--- src/rtl/kv_cache_pkg.sv ---
`default_nettype none
// ============================================================================
// Module   : kv_cache_pkg
// Purpose  : Shared types and default sizing for the KV cache controller.
//            Provides the controller state enum and the default depth/width
//            constants used by the interface and the top module.
// Ports    : none (package)
// Revision : 1.0 - initial release
// ============================================================================
package kv_cache_pkg;

    localparam int c_max_seq_default  = 256;
    localparam int c_head_dim_default = 16;

    typedef enum logic [1:0] {
        ST_IDLE  = 2'd0,
        ST_WRITE = 2'd1,
        ST_READ  = 2'd2,
        ST_DONE  = 2'd3
    } state_t;

endpackage
`default_nettype wire

--- src/rtl/kv_cache_ctrl_if.sv ---
`default_nettype none
// ============================================================================
// Module   : kv_cache_ctrl_if
// Purpose  : Bundles the append stream, readback stream, status and RAM-side
//            signals of the KV cache controller.
// Modports : slave  - the controller (kv_cache_ctrl)
//            master - the environment (datapaths + kv_ram)
// Revision : 1.0 - initial release
// ============================================================================
interface kv_cache_ctrl_if
    import kv_cache_pkg::*;
#(
    parameter int MAX_SEQ  = c_max_seq_default,
    parameter int HEAD_DIM = c_head_dim_default
);
    localparam int AW  = $clog2(MAX_SEQ * HEAD_DIM);
    localparam int SLW = $clog2(MAX_SEQ + 1);

    logic           clear_i;
    logic           wr_valid_i;
    logic [7:0]     wr_data_i;
    logic           wr_ready_o;
    logic           rd_start_i;
    logic           rd_valid_o;
    logic [7:0]     rd_data_o;
    logic           rd_last_o;
    logic           rd_ready_i;
    logic           rd_done_o;
    logic [SLW-1:0] seq_len_o;
    logic           full_o;
    logic           busy_o;
    logic [AW-1:0]  ram_addr_o;
    logic           ram_we_o;
    logic [7:0]     ram_wdata_o;
    logic [7:0]     ram_rdata_i;

    modport slave (
        input  clear_i, wr_valid_i, wr_data_i, rd_start_i, rd_ready_i, ram_rdata_i,
        output wr_ready_o, rd_valid_o, rd_data_o, rd_last_o, rd_done_o,
               seq_len_o, full_o, busy_o, ram_addr_o, ram_we_o, ram_wdata_o
    );

    modport master (
        output clear_i, wr_valid_i, wr_data_i, rd_start_i, rd_ready_i, ram_rdata_i,
        input  wr_ready_o, rd_valid_o, rd_data_o, rd_last_o, rd_done_o,
               seq_len_o, full_o, busy_o, ram_addr_o, ram_we_o, ram_wdata_o
    );
endinterface
`default_nettype wire

--- src/rtl/kv_rd_skid.sv ---
`default_nettype none
// ============================================================================
// Module   : kv_rd_skid
// Purpose  : 2-entry output buffer for the readback stream. Head entry is
//            presented on out_* and held until popped.
// Ports    : clk_i, rst_ni         - clock, async active-low reset
//            in_valid/data/last    - push side (caller guarantees space)
//            out_valid/data/last   - pop side, out_ready consumes
//            occ                   - current occupancy 0..2
// Revision : 1.0 - initial release
// ============================================================================
module kv_rd_skid (
    input  wire logic       clk_i,
    input  wire logic       rst_ni,
    input  wire logic       in_valid,
    input  wire logic [7:0] in_data,
    input  wire logic       in_last,
    output logic            out_valid,
    output logic [7:0]      out_data,
    output logic            out_last,
    input  wire logic       out_ready,
    output logic [1:0]      occ
);
    logic [1:0] r_cnt;
    logic [7:0] r_data0;
    logic [7:0] r_data1;
    logic       r_last0;
    logic       r_last1;
    logic       w_pop;

    assign out_valid = (r_cnt != 2'd0);
    assign w_pop     = out_valid & out_ready;
    assign out_data  = r_data0;
    assign out_last  = r_last0 & out_valid;
    assign occ       = r_cnt;

    always_ff @(posedge clk_i or negedge rst_ni) begin
        if (!rst_ni) begin
            r_cnt   <= 2'd0;
            r_data0 <= 8'd0;
            r_data1 <= 8'd0;
            r_last0 <= 1'b0;
            r_last1 <= 1'b0;
        end else begin
            case ({in_valid, w_pop})
                2'b10: begin
                    if (r_cnt == 2'd0) begin
                        r_data0 <= in_data;
                        r_last0 <= in_last;
                    end else begin
                        r_data1 <= in_data;
                        r_last1 <= in_last;
                    end
                    r_cnt <= r_cnt + 2'd1;
                end
                2'b01: begin
                    r_data0 <= r_data1;
                    r_last0 <= r_last1;
                    r_cnt   <= r_cnt - 2'd1;
                end
                2'b11: begin
                    // Simultaneous push/pop: the new byte lands behind whatever remains.
                    if (r_cnt == 2'd1) begin
                        r_data0 <= in_data;
                        r_last0 <= in_last;
                    end else begin
                        r_data0 <= r_data1;
                        r_last0 <= r_last1;
                        r_data1 <= in_data;
                        r_last1 <= in_last;
                    end
                end
                default: ;
            endcase
        end
    end
endmodule
`default_nettype wire

--- src/rtl/kv_cache_ctrl.sv ---
`default_nettype none
// ============================================================================
// Module   : kv_cache_ctrl
// Purpose  : Sequencing controller for a single-port KV cache BRAM. Appends
//            HEAD_DIM-byte vectors, streams all stored vectors back on
//            request and arbitrates the single RAM port between the two.
// Ports    : clk_i  - clock
//            rst_ni - asynchronous active-low reset
//            bus    - kv_cache_ctrl_if.slave (append, readback, status, RAM)
// Revision : 1.0 - initial release
// ============================================================================
module kv_cache_ctrl
    import kv_cache_pkg::*;
#(
    parameter int MAX_SEQ  = c_max_seq_default,
    parameter int HEAD_DIM = c_head_dim_default
) (
    input  wire logic      clk_i,
    input  wire logic      rst_ni,
    kv_cache_ctrl_if.slave bus
);
    localparam int AW  = $clog2(MAX_SEQ * HEAD_DIM);
    localparam int SLW = $clog2(MAX_SEQ + 1);
    localparam int TW  = AW + 1;
    localparam int DW  = (HEAD_DIM > 1) ? $clog2(HEAD_DIM) : 1;

    state_t         r_state;
    state_t         w_state_nxt;
    logic [SLW-1:0] r_seq_len;
    logic [DW-1:0]  r_wr_d;
    logic           r_rd_pend;
    logic [TW-1:0]  r_total;
    logic [TW-1:0]  r_rd_addr;
    logic           r_inflight;
    logic           r_inflight_last;

    logic           w_full;
    logic           w_rd_go;
    logic           w_clear;
    logic           w_wr_ready;
    logic           w_wr_acc;
    logic           w_wr_last;
    logic           w_issue;
    logic           w_pop;
    logic [TW-1:0]  w_wr_base;
    logic [TW-1:0]  w_wr_addr;
    logic [1:0]     w_occ;
    logic [2:0]     w_pipe;
    logic           w_sk_valid;
    logic           w_sk_last;
    logic [7:0]     w_sk_data;

    assign w_full    = (r_seq_len == SLW'(MAX_SEQ));
    // A pending read is serviced exactly like a fresh rd_start from IDLE.
    assign w_rd_go   = (r_state == ST_IDLE) && (bus.rd_start_i || r_rd_pend);
    assign w_clear   = (r_state == ST_IDLE) && bus.clear_i && !w_rd_go;
    // Gated by rst_ni so nothing is accepted or written while reset is held.
    // A clear also blocks a new vector so byte 0 never lands at a stale base.
    assign w_wr_ready = rst_ni && ((r_state == ST_WRITE) ||
                        ((r_state == ST_IDLE) && !w_full && !w_rd_go && !bus.clear_i));
    assign w_wr_acc  = w_wr_ready && bus.wr_valid_i;
    assign w_wr_last = (r_wr_d == DW'(HEAD_DIM - 1));
    assign w_wr_base = TW'(r_seq_len) * TW'(HEAD_DIM);
    assign w_wr_addr = w_wr_base + TW'(r_wr_d);

    // Space check uses occupancy after this cycle's pop so a steady
    // ready consumer sees one byte per cycle.
    assign w_pop   = w_sk_valid && bus.rd_ready_i;
    assign w_pipe  = 3'(w_occ) + 3'(r_inflight) - 3'(w_pop);
    assign w_issue = (r_state == ST_READ) && (r_rd_addr < r_total) && (w_pipe < 3'd2);

    always_ff @(posedge clk_i or negedge rst_ni) begin
        if (!rst_ni) begin
            r_state <= ST_IDLE;
        end else begin
            r_state <= w_state_nxt;
        end
    end

    always_comb begin
        w_state_nxt     = r_state;
        bus.ram_we_o    = 1'b0;
        bus.ram_addr_o  = '0;
        bus.ram_wdata_o = 8'd0;
        bus.rd_done_o   = 1'b0;
        case (r_state)
            ST_IDLE: begin
                if (w_rd_go) begin
                    w_state_nxt = ST_READ;
                end else if (w_wr_acc && !w_wr_last) begin
                    w_state_nxt = ST_WRITE;
                end
            end
            ST_WRITE: begin
                if (w_wr_acc && w_wr_last) begin
                    w_state_nxt = ST_IDLE;
                end
            end
            ST_READ: begin
                if ((r_total == '0) || (w_pop && w_sk_last)) begin
                    w_state_nxt = ST_DONE;
                end
            end
            ST_DONE: begin
                bus.rd_done_o = 1'b1;
                w_state_nxt   = ST_IDLE;
            end
            default: w_state_nxt = ST_IDLE;
        endcase
        if (w_wr_acc) begin
            bus.ram_we_o    = 1'b1;
            bus.ram_addr_o  = w_wr_addr[AW-1:0];
            bus.ram_wdata_o = bus.wr_data_i;
        end else if (w_issue) begin
            bus.ram_addr_o  = r_rd_addr[AW-1:0];
        end
    end

    always_ff @(posedge clk_i or negedge rst_ni) begin
        if (!rst_ni) begin
            r_seq_len       <= '0;
            r_wr_d          <= '0;
            r_rd_pend       <= 1'b0;
            r_total         <= '0;
            r_rd_addr       <= '0;
            r_inflight      <= 1'b0;
            r_inflight_last <= 1'b0;
        end else begin
            r_inflight      <= w_issue;
            r_inflight_last <= w_issue && (r_rd_addr == r_total - TW'(1));
            if (w_issue) begin
                r_rd_addr <= r_rd_addr + TW'(1);
            end
            if (w_rd_go) begin
                r_total   <= w_wr_base;
                r_rd_addr <= '0;
                r_rd_pend <= 1'b0;
            end else if (bus.rd_start_i && (r_state == ST_WRITE)) begin
                r_rd_pend <= 1'b1;
            end
            if (w_wr_acc) begin
                if (w_wr_last) begin
                    r_wr_d    <= '0;
                    r_seq_len <= r_seq_len + SLW'(1);
                end else begin
                    r_wr_d    <= r_wr_d + DW'(1);
                end
            end
            if (w_clear) begin
                r_seq_len <= '0;
            end
        end
    end

    kv_rd_skid u_skid (
        .clk_i     (clk_i),
        .rst_ni    (rst_ni),
        .in_valid  (r_inflight),
        .in_data   (bus.ram_rdata_i),
        .in_last   (r_inflight_last),
        .out_valid (w_sk_valid),
        .out_data  (w_sk_data),
        .out_last  (w_sk_last),
        .out_ready (bus.rd_ready_i),
        .occ       (w_occ)
    );

    assign bus.wr_ready_o = w_wr_ready;
    assign bus.rd_valid_o = w_sk_valid;
    assign bus.rd_data_o  = w_sk_data;
    assign bus.rd_last_o  = w_sk_last;
    assign bus.seq_len_o  = r_seq_len;
    assign bus.full_o     = w_full;
    assign bus.busy_o     = (r_state != ST_IDLE) || r_rd_pend;

endmodule
`default_nettype wire

--- src/flat_wrapper.sv ---
// flat-port wrapper written by rule: the top's interface ports become plain ports
module kv_cache_ctrl_flat import kv_cache_pkg::*;
#(
    parameter int MAX_SEQ  = c_max_seq_default,
    parameter int HEAD_DIM = c_head_dim_default
)
  (clk_i, rst_ni, bus_clear_i, bus_wr_valid_i, bus_wr_data_i, bus_rd_start_i, bus_rd_ready_i, bus_ram_rdata_i, bus_wr_ready_o, bus_rd_valid_o, bus_rd_data_o, bus_rd_last_o, bus_rd_done_o, bus_seq_len_o, bus_full_o, bus_busy_o, bus_ram_addr_o, bus_ram_we_o, bus_ram_wdata_o);
  kv_cache_ctrl_if #(.MAX_SEQ(MAX_SEQ), .HEAD_DIM(HEAD_DIM)) bus_i ();
  input  wire logic clk_i;
  input  wire logic rst_ni;
  input wire logic [$bits(bus_i.clear_i)-1:0] bus_clear_i;
  input wire logic [$bits(bus_i.wr_valid_i)-1:0] bus_wr_valid_i;
  input wire logic [$bits(bus_i.wr_data_i)-1:0] bus_wr_data_i;
  input wire logic [$bits(bus_i.rd_start_i)-1:0] bus_rd_start_i;
  input wire logic [$bits(bus_i.rd_ready_i)-1:0] bus_rd_ready_i;
  input wire logic [$bits(bus_i.ram_rdata_i)-1:0] bus_ram_rdata_i;
  output wire logic [$bits(bus_i.wr_ready_o)-1:0] bus_wr_ready_o;
  output wire logic [$bits(bus_i.rd_valid_o)-1:0] bus_rd_valid_o;
  output wire logic [$bits(bus_i.rd_data_o)-1:0] bus_rd_data_o;
  output wire logic [$bits(bus_i.rd_last_o)-1:0] bus_rd_last_o;
  output wire logic [$bits(bus_i.rd_done_o)-1:0] bus_rd_done_o;
  output wire logic [$bits(bus_i.seq_len_o)-1:0] bus_seq_len_o;
  output wire logic [$bits(bus_i.full_o)-1:0] bus_full_o;
  output wire logic [$bits(bus_i.busy_o)-1:0] bus_busy_o;
  output wire logic [$bits(bus_i.ram_addr_o)-1:0] bus_ram_addr_o;
  output wire logic [$bits(bus_i.ram_we_o)-1:0] bus_ram_we_o;
  output wire logic [$bits(bus_i.ram_wdata_o)-1:0] bus_ram_wdata_o;
  assign bus_i.clear_i = bus_clear_i;
  assign bus_i.wr_valid_i = bus_wr_valid_i;
  assign bus_i.wr_data_i = bus_wr_data_i;
  assign bus_i.rd_start_i = bus_rd_start_i;
  assign bus_i.rd_ready_i = bus_rd_ready_i;
  assign bus_i.ram_rdata_i = bus_ram_rdata_i;
  assign bus_wr_ready_o = bus_i.wr_ready_o;
  assign bus_rd_valid_o = bus_i.rd_valid_o;
  assign bus_rd_data_o = bus_i.rd_data_o;
  assign bus_rd_last_o = bus_i.rd_last_o;
  assign bus_rd_done_o = bus_i.rd_done_o;
  assign bus_seq_len_o = bus_i.seq_len_o;
  assign bus_full_o = bus_i.full_o;
  assign bus_busy_o = bus_i.busy_o;
  assign bus_ram_addr_o = bus_i.ram_addr_o;
  assign bus_ram_we_o = bus_i.ram_we_o;
  assign bus_ram_wdata_o = bus_i.ram_wdata_o;
  kv_cache_ctrl #(.MAX_SEQ(MAX_SEQ), .HEAD_DIM(HEAD_DIM)) u_core (.clk_i(clk_i), .rst_ni(rst_ni), .bus(bus_i));
endmodule
--- config.mk ---
export PLATFORM = sky130hd
export DESIGN_NAME = kv_cache_ctrl_flat
export DESIGN_NICKNAME = d
export VERILOG_FILES = /design/src/rtl/kv_cache_pkg.sv /design/src/rtl/kv_cache_ctrl_if.sv /design/src/rtl/kv_rd_skid.sv /design/src/rtl/kv_cache_ctrl.sv /design/src/flat_wrapper.sv
export SDC_FILE = /design/constraint.sdc
export NUM_CORES = 1
export LEC_CHECK = 0
export CAP_MARGIN = 20
export CORE_ASPECT_RATIO = 0.6
export CORE_UTILIZATION = 45
export DETAILED_ROUTE_END_ITERATION = 7
export DONT_BUFFER_PORTS = 1
export SYNTH_ARGS = -nofsm -noshare
export SYNTH_HDL_FRONTEND = slang
export SYNTH_SLANG_ARGS = --single-unit
export TNS_END_PERCENT = 5
--- constraint.sdc ---
create_clock -name clk_i -period 4.72 [get_ports clk_i]
set_input_delay 0.236 -clock clk_i [delete_from_list [all_inputs] [get_ports clk_i]]
set_output_delay 0.236 -clock clk_i [all_outputs]
set_load 0.03 [all_outputs]
**Yosys cells after proc, flatten, opt, wreduce, memory -nomap -nowiden**

Cells that the tools add are included.

- Multiplexer cells: 31
- Add/sub/neg operators: 9
- Order comparisons: 2
- Bitwise gates (word level): 2
- Reductions and logical operators: 40
- Equal/unequal tests: 16

Operators by type and width:

| kind | number |
|---|---|
| $mux 8 | 5 |
| $mux 9 | 3 |
| $mux 13 | 2 |
| $mux 12 | 2 |
| $pmux 8 s3 | 1 |
| $logic_and 1x1->1 | 16 |
| $pmux 8 s2 | 1 |
| $reduce_bool 2->1 | 8 |
| $add 13x1->13 const B | 1 |
| $eq 13x13->1 | 1 |
| $logic_not 13->1 | 1 |
| $lt 13x13->1 | 1 |
| $sub 13x1->13 const B | 1 |
| $add 12x4->12 | 1 |
| $add 9x1->9 const B | 1 |
| $eq 9x9->1 const B | 1 |
| $eq 2x2->1 const B | 4 |
| $mux 1 | 8 |
| $mux 2 | 4 |
| $ne 2x2->1 const B | 4 |
| $pmux 2 s4 | 1 |
| $eq 2x1->1 const B | 3 |
| $reduce_and 3->1 | 2 |
| $add 4x1->4 const B | 1 |
| other kinds (18) | 27 |

- Flip-flop bits (word level): 60
- Output and inout port bits: 44
- Logic and storage cells: 113

**Logic depth before layout (Yosys ltp)**

- Depth in word-level cells: 12
- Depth in mapped cells: 12
- Mapped depth without buffers: 10

**Modules after synthesis**

From an unflattened synthesis, not the netlist that was laid out.

- Cells, all modules: 401
- Area, all modules: 3,732.3 um2

By module, submodules not included:

| module | cells each | instances | area each (um2) |
|---|---|---|---|
| kv_cache_ctrl | 304 | 1 | 2,661.3 |
| kv_rd_skid | 97 | 1 | 1,071.0 |

**Worst setup path before layout**

Ideal clock, no wire load.

- Kind: flip-flop to output port
- Start: register u_core.u_skid.r_cnt[1], in the netlist u_core.u_skid.occ[1]
- End: output port bus_ram_addr_o[10]
- Cell stages (with the launch flop): 12
- Data arrival time: 2.948 ns
- Data required time: 4.484 ns
- Setup slack: 1.536 ns
- Cells stage by stage: dfrtp_1 inv_1 ha_1 nor2b_1 ha_1 nor2_1 fa_1 nor3_1 nand3_1 nor2_1 clkbuf_1 a22o_1

- Word-level cells in the longest chain between the ends: 7
- Elaborated cells between the ends (all ways): 8
- Those cells by class: add/sub: 2; order compare: 1; mux: 2; reduce/logical: 3

RTL lines:

| element | line | text |
|---|---|---|
| start, declared | kv_rd_skid.sv:24 | `logic [1:0] r_cnt;` |
| start signal, assigned | kv_rd_skid.sv:54 | `r_cnt <= r_cnt + 2'd1;` |
| start signal, assigned | kv_rd_skid.sv:59 | `r_cnt <= r_cnt - 2'd1;` |
| parallel branches: the longest is 2 deep, another holds $add 2x1->3 | - |  |
| $sub 3x1->3 (*) | kv_cache_ctrl.sv:69 | `assign w_pipe = 3'(w_occ) + 3'(r_inflight) - 3'(w_pop);` |
| $lt 3x2->1 (*) | kv_cache_ctrl.sv:70 | `assign w_issue = (r_state == ST_READ) && (r_rd_addr < r_total) && (w_pipe < 3'd2);` |
| $logic_and 1x1->1 (*) | kv_cache_ctrl.sv:70 |  |
| named net u_core.w_issue | kv_cache_ctrl.sv:43 | `logic w_issue;` |
| $mux 12 (*) | kv_cache_ctrl.sv:114 | `end else if (w_issue) begin` |
| $mux 12 (*) | kv_cache_ctrl.sv:110 | `if (w_wr_acc) begin` |
| end, declared | flat_wrapper.sv:25 | `output wire logic [$bits(bus_i.ram_addr_o)-1:0] bus_ram_addr_o;` |

Mark *: on every way through the listed nets, which the timed path passes.

**Worst setup path after layout**

- Start: register u_core.u_skid.r_cnt[0], in the netlist u_core.u_skid.occ[0]
- End: output port bus_ram_addr_o[1]

- Word-level cells in the longest chain between the ends: 7
- Elaborated cells between the ends (all ways): 8
- Those cells by class: add/sub: 2; order compare: 1; mux: 2; reduce/logical: 3

RTL lines:

| element | line |
|---|---|
| parallel branches: the longest is 2 deep, another holds $add 2x1->3 | - |
| $sub 3x1->3 (*) | kv_cache_ctrl.sv:69 |
| $lt 3x2->1 (*) | kv_cache_ctrl.sv:70 |
| $logic_and 1x1->1 (*) | kv_cache_ctrl.sv:70 |
| $mux 12 (*) | kv_cache_ctrl.sv:114 |
| $mux 12 (*) | kv_cache_ctrl.sv:110 |

Every way passes the cells marked *.

==> flow_metrics.env <==
export IMPL_outcome="complete, no violations"
export IMPL_yosysTopAreaCell="dfrtp_1"
export IMPL_fp_row_count=25
export IMPL_yosysTopAreaCellShare=0.407
export IMPL_worst_ep_required_time_ps=4480
export IMPL_arrival_ps=4050
export IMPL_path_class="reg -> out"
export IMPL_htree_levels=3
export IMPL_vias=2873
export IMPL_layout_min_cycle_time_ps=4290
export IMPL_drc=0
export IMPL_synthCells=390
export IMPL_nets=433
export IMPL_cap_violations=0
export IMPL_p_per_area_nw_per_um2=596
export IMPL_antenna_found_initial=0
export IMPL_wl_per_cell_um=17.9
export IMPL_synth_area_um2=3690
export IMPL_clock_path_buffers=2
export IMPL_synth_area_per_cell_um2=9.45
export IMPL_holdWs_ps=49.4
export IMPL_slew_viol_final=0
export IMPL_cts_buffers=9
export IMPL_timing_hold_violations_final=0
export IMPL_yosys_most_used_dff="dfrtp_1"
export IMPL_ys_warn_count=0
export IMPL_die_w_um=119
export IMPL_antennaDiodeCount=0
export IMPL_grt_start_max_net_pins=61
export IMPL_insertion_delay_ps=340
export IMPL_max_freq_mhz=233
export IMPL_fin_setup_tns_ps=0
export IMPL_setup_viol=0
export IMPL_finalPower_mw=2.48
export IMPL_cts_sinks=60
export IMPL_grt_pass1_wl_mm=14.3
export IMPL_final_layout_size_suffix_gt1_frac=0.0990
export IMPL_fin_crit_sh=0.908
export IMPL_grt_remaining_overflow=0
export IMPL_ant_nets=0
export IMPL_clockRootBuffer="clkbuf_16"
export IMPL_cp_end_kind="output pin"
export IMPL_synth_area_leaders="dfrtp_1 41%, ha_1 7.1%, nand2_1 4.1%"
export IMPL_synth_seq_area_share=0.407
export IMPL_die_y_um=72.1
export IMPL_vdd_ir_drop_max_mv=0.308
export IMPL_synthesis_nets=434
export IMPL_path_max_fanout=20
export IMPL_post_place_ws_ps=791
export IMPL_synth_edf_count=0
export IMPL_hp_class="in -> reg"
export IMPL_core_um2=7910
export IMPL_drt_iter0_markers=173
export IMPL_worst_pin_slew_ps=906
export IMPL_cts_tree="yes"
export IMPL_path_clk_slew_ps=50
export IMPL_boundaryPins=66
export IMPL_maxSlewHeadroom=0.379
export IMPL_grt_usage=0.224
export IMPL_cp_start_kind="flop"
export IMPL_clock_skew_ps=5.48
export IMPL_wl_mm=9.01
export IMPL_postLayoutCoreUtil=0.526
export IMPL_io_buffers=0
export IMPL_ys_seq_elements=60
export IMPL_ys_types=55
export IMPL_finalWorstSetupSlack_ps=433
export IMPL_syn_to_final_growth_pct=13.0
export IMPL_synthArstFlopShare=1.00
export IMPL_dieArea_um2=8570
export IMPL_synth_commonest_cells="60 x dfrtp_1, 40 x nand2_1, 24 x o21ai_0, 23 x nor2_1, 21 x ha_1"
export IMPL_avgViaCountPerCell=5.72
export IMPL_dp_hpwl_mm=6.31
export IMPL_yosysMostFrequentCell="dfrtp_1"
export IMPL_gp_congestion=0.779
export IMPL_grt_pass1_vias=2624
export IMPL_cellLeakagePower_nw=1.78
export IMPL_dr_pass1_iters=5
export IMPL_initial_core_util=0.466
export IMPL_rsz0062_at_grt="false"
## cell type report
cell class	count	area (um2)
Sequential cell	60	1500
Multi-Input combinational cell	290	2020
Timing Repair Buffer	6	75.1
Inverter	22	82.6
Fill cell	713	3750
Clock inverter	6	111
Tap cell	108	135
Clock buffer	10	239
## worst max-delay path, cell delays in order (launching register included)
cell and delay [ps]:
dfrtp_1 380, inv_1 80, ha_1 260, nor2b_1 360
ha_1 360, nor2_1 150, fa_1 430, nor3_1 250
nand3_1 130, buf_4 220, nor2_1 630, a22o_1 450
## per-layer routing
layer / wire length, um / vias to the layer above / part of all wire / global-route usage
met4: 132 / 0 / 0.015 / 0.0844
li1: - / 1402 / - / -
met2: 3690 / 74 / 0.41 / 0.304
met5: 0 / - / 0 / 0
met3: 462 / 13 / 0.051 / 0.0535
met1: 4720 / 1384 / 0.52 / 0.340
## path summary, 6_finish.rpt
check | startpoint | end | slack, ps | cells after the start
max in group asynchronous | rst_ni | u_core.u_skid.r_last0$_DFFE_PN0P_ | 4000 | 2
min in group asynchronous | rst_ni | u_core.r_state[1]$_DFFE_PN0P_ | 420 | 2
hold reg to reg | u_core.r_wr_d[3]$_DFFE_PN0P_ | u_core.r_wr_d[3]$_DFFE_PN0P_ | 500 | 1
setup reg to reg | u_core.u_skid.occ[0]$_DFFE_PN0N_ | u_core.r_inflight$_DFF_PN0_ | 1260 | 10
setup / recovery | u_core.u_skid.occ[0]$_DFFE_PN0N_ | bus_ram_addr_o[1] | 430 | 11
hold / removal | bus_ram_rdata_i[1] | u_core.u_skid.r_data1[1]$_DFFE_PN0P_ | 50 | 1
## power breakdown
group | internal [mW] | total [mW] | switching (mW)
registers | 0.643 | 0.848 | 0.205
clock network | 0.529 | 0.767 | 0.238
logic | 0.316 | 0.866 | 0.550
## cells by family after synthesis
| kind of cell | after synthesis | synth area share |
|---|---|---|
| fa+ha+maj | 22 | 0.0767 |
| mux | 16 | 0.0496 |
| xor+xnor | 21 | 0.0499 |
| flops | 60 | 0.407 |
| buf+inv | 40 | 0.0455 |
| compound gates | 91 | 0.173 |
| simple gates | 140 | 0.198 |
## repair_timing
item                      CTS  global route
buffers inserted            0             0
hold buffers                2             0
hold endpoints to repair   60             0
gates resized for setup     0             0
## metrics by stage
stage / cells / instance area (um2)
2_1_floorplan: 390 / 3690
3_3_place_gp: 482 / 3760
3_5_place_dp: 482 / 3760
4_1_cts: 500 / 4140
5_1_grt: 502 / 4170
6_report: 502 / 4170
## registers in the layout (all words and copies together) (netlist names), 2 cells and up
signal / flops
u_core.u_skid.out_data: 8
u_core.u_skid.r_data1: 8
u_core.r_state: 2
u_core.bus.seq_len_o: 9
u_core.r_wr_d: 4
u_core.u_skid.occ: 2
u_core.r_rd_addr: 13
u_core.r_total: 9
## cell usage in the layout (no fill, tap or decap), types with 13 or more instances in the layout
master,netlist,layout
a21oi_1,16,16
a22o_1,13,13
and2_1,13,13
dfrtp_1,60,60
ha_1,21,21
inv_1,20,20
nand2_1,40,40
nand3_1,17,17
nor2_1,23,23
o21ai_0,24,24
xnor2_1,15,15
(Power assumes the default switching activity.)
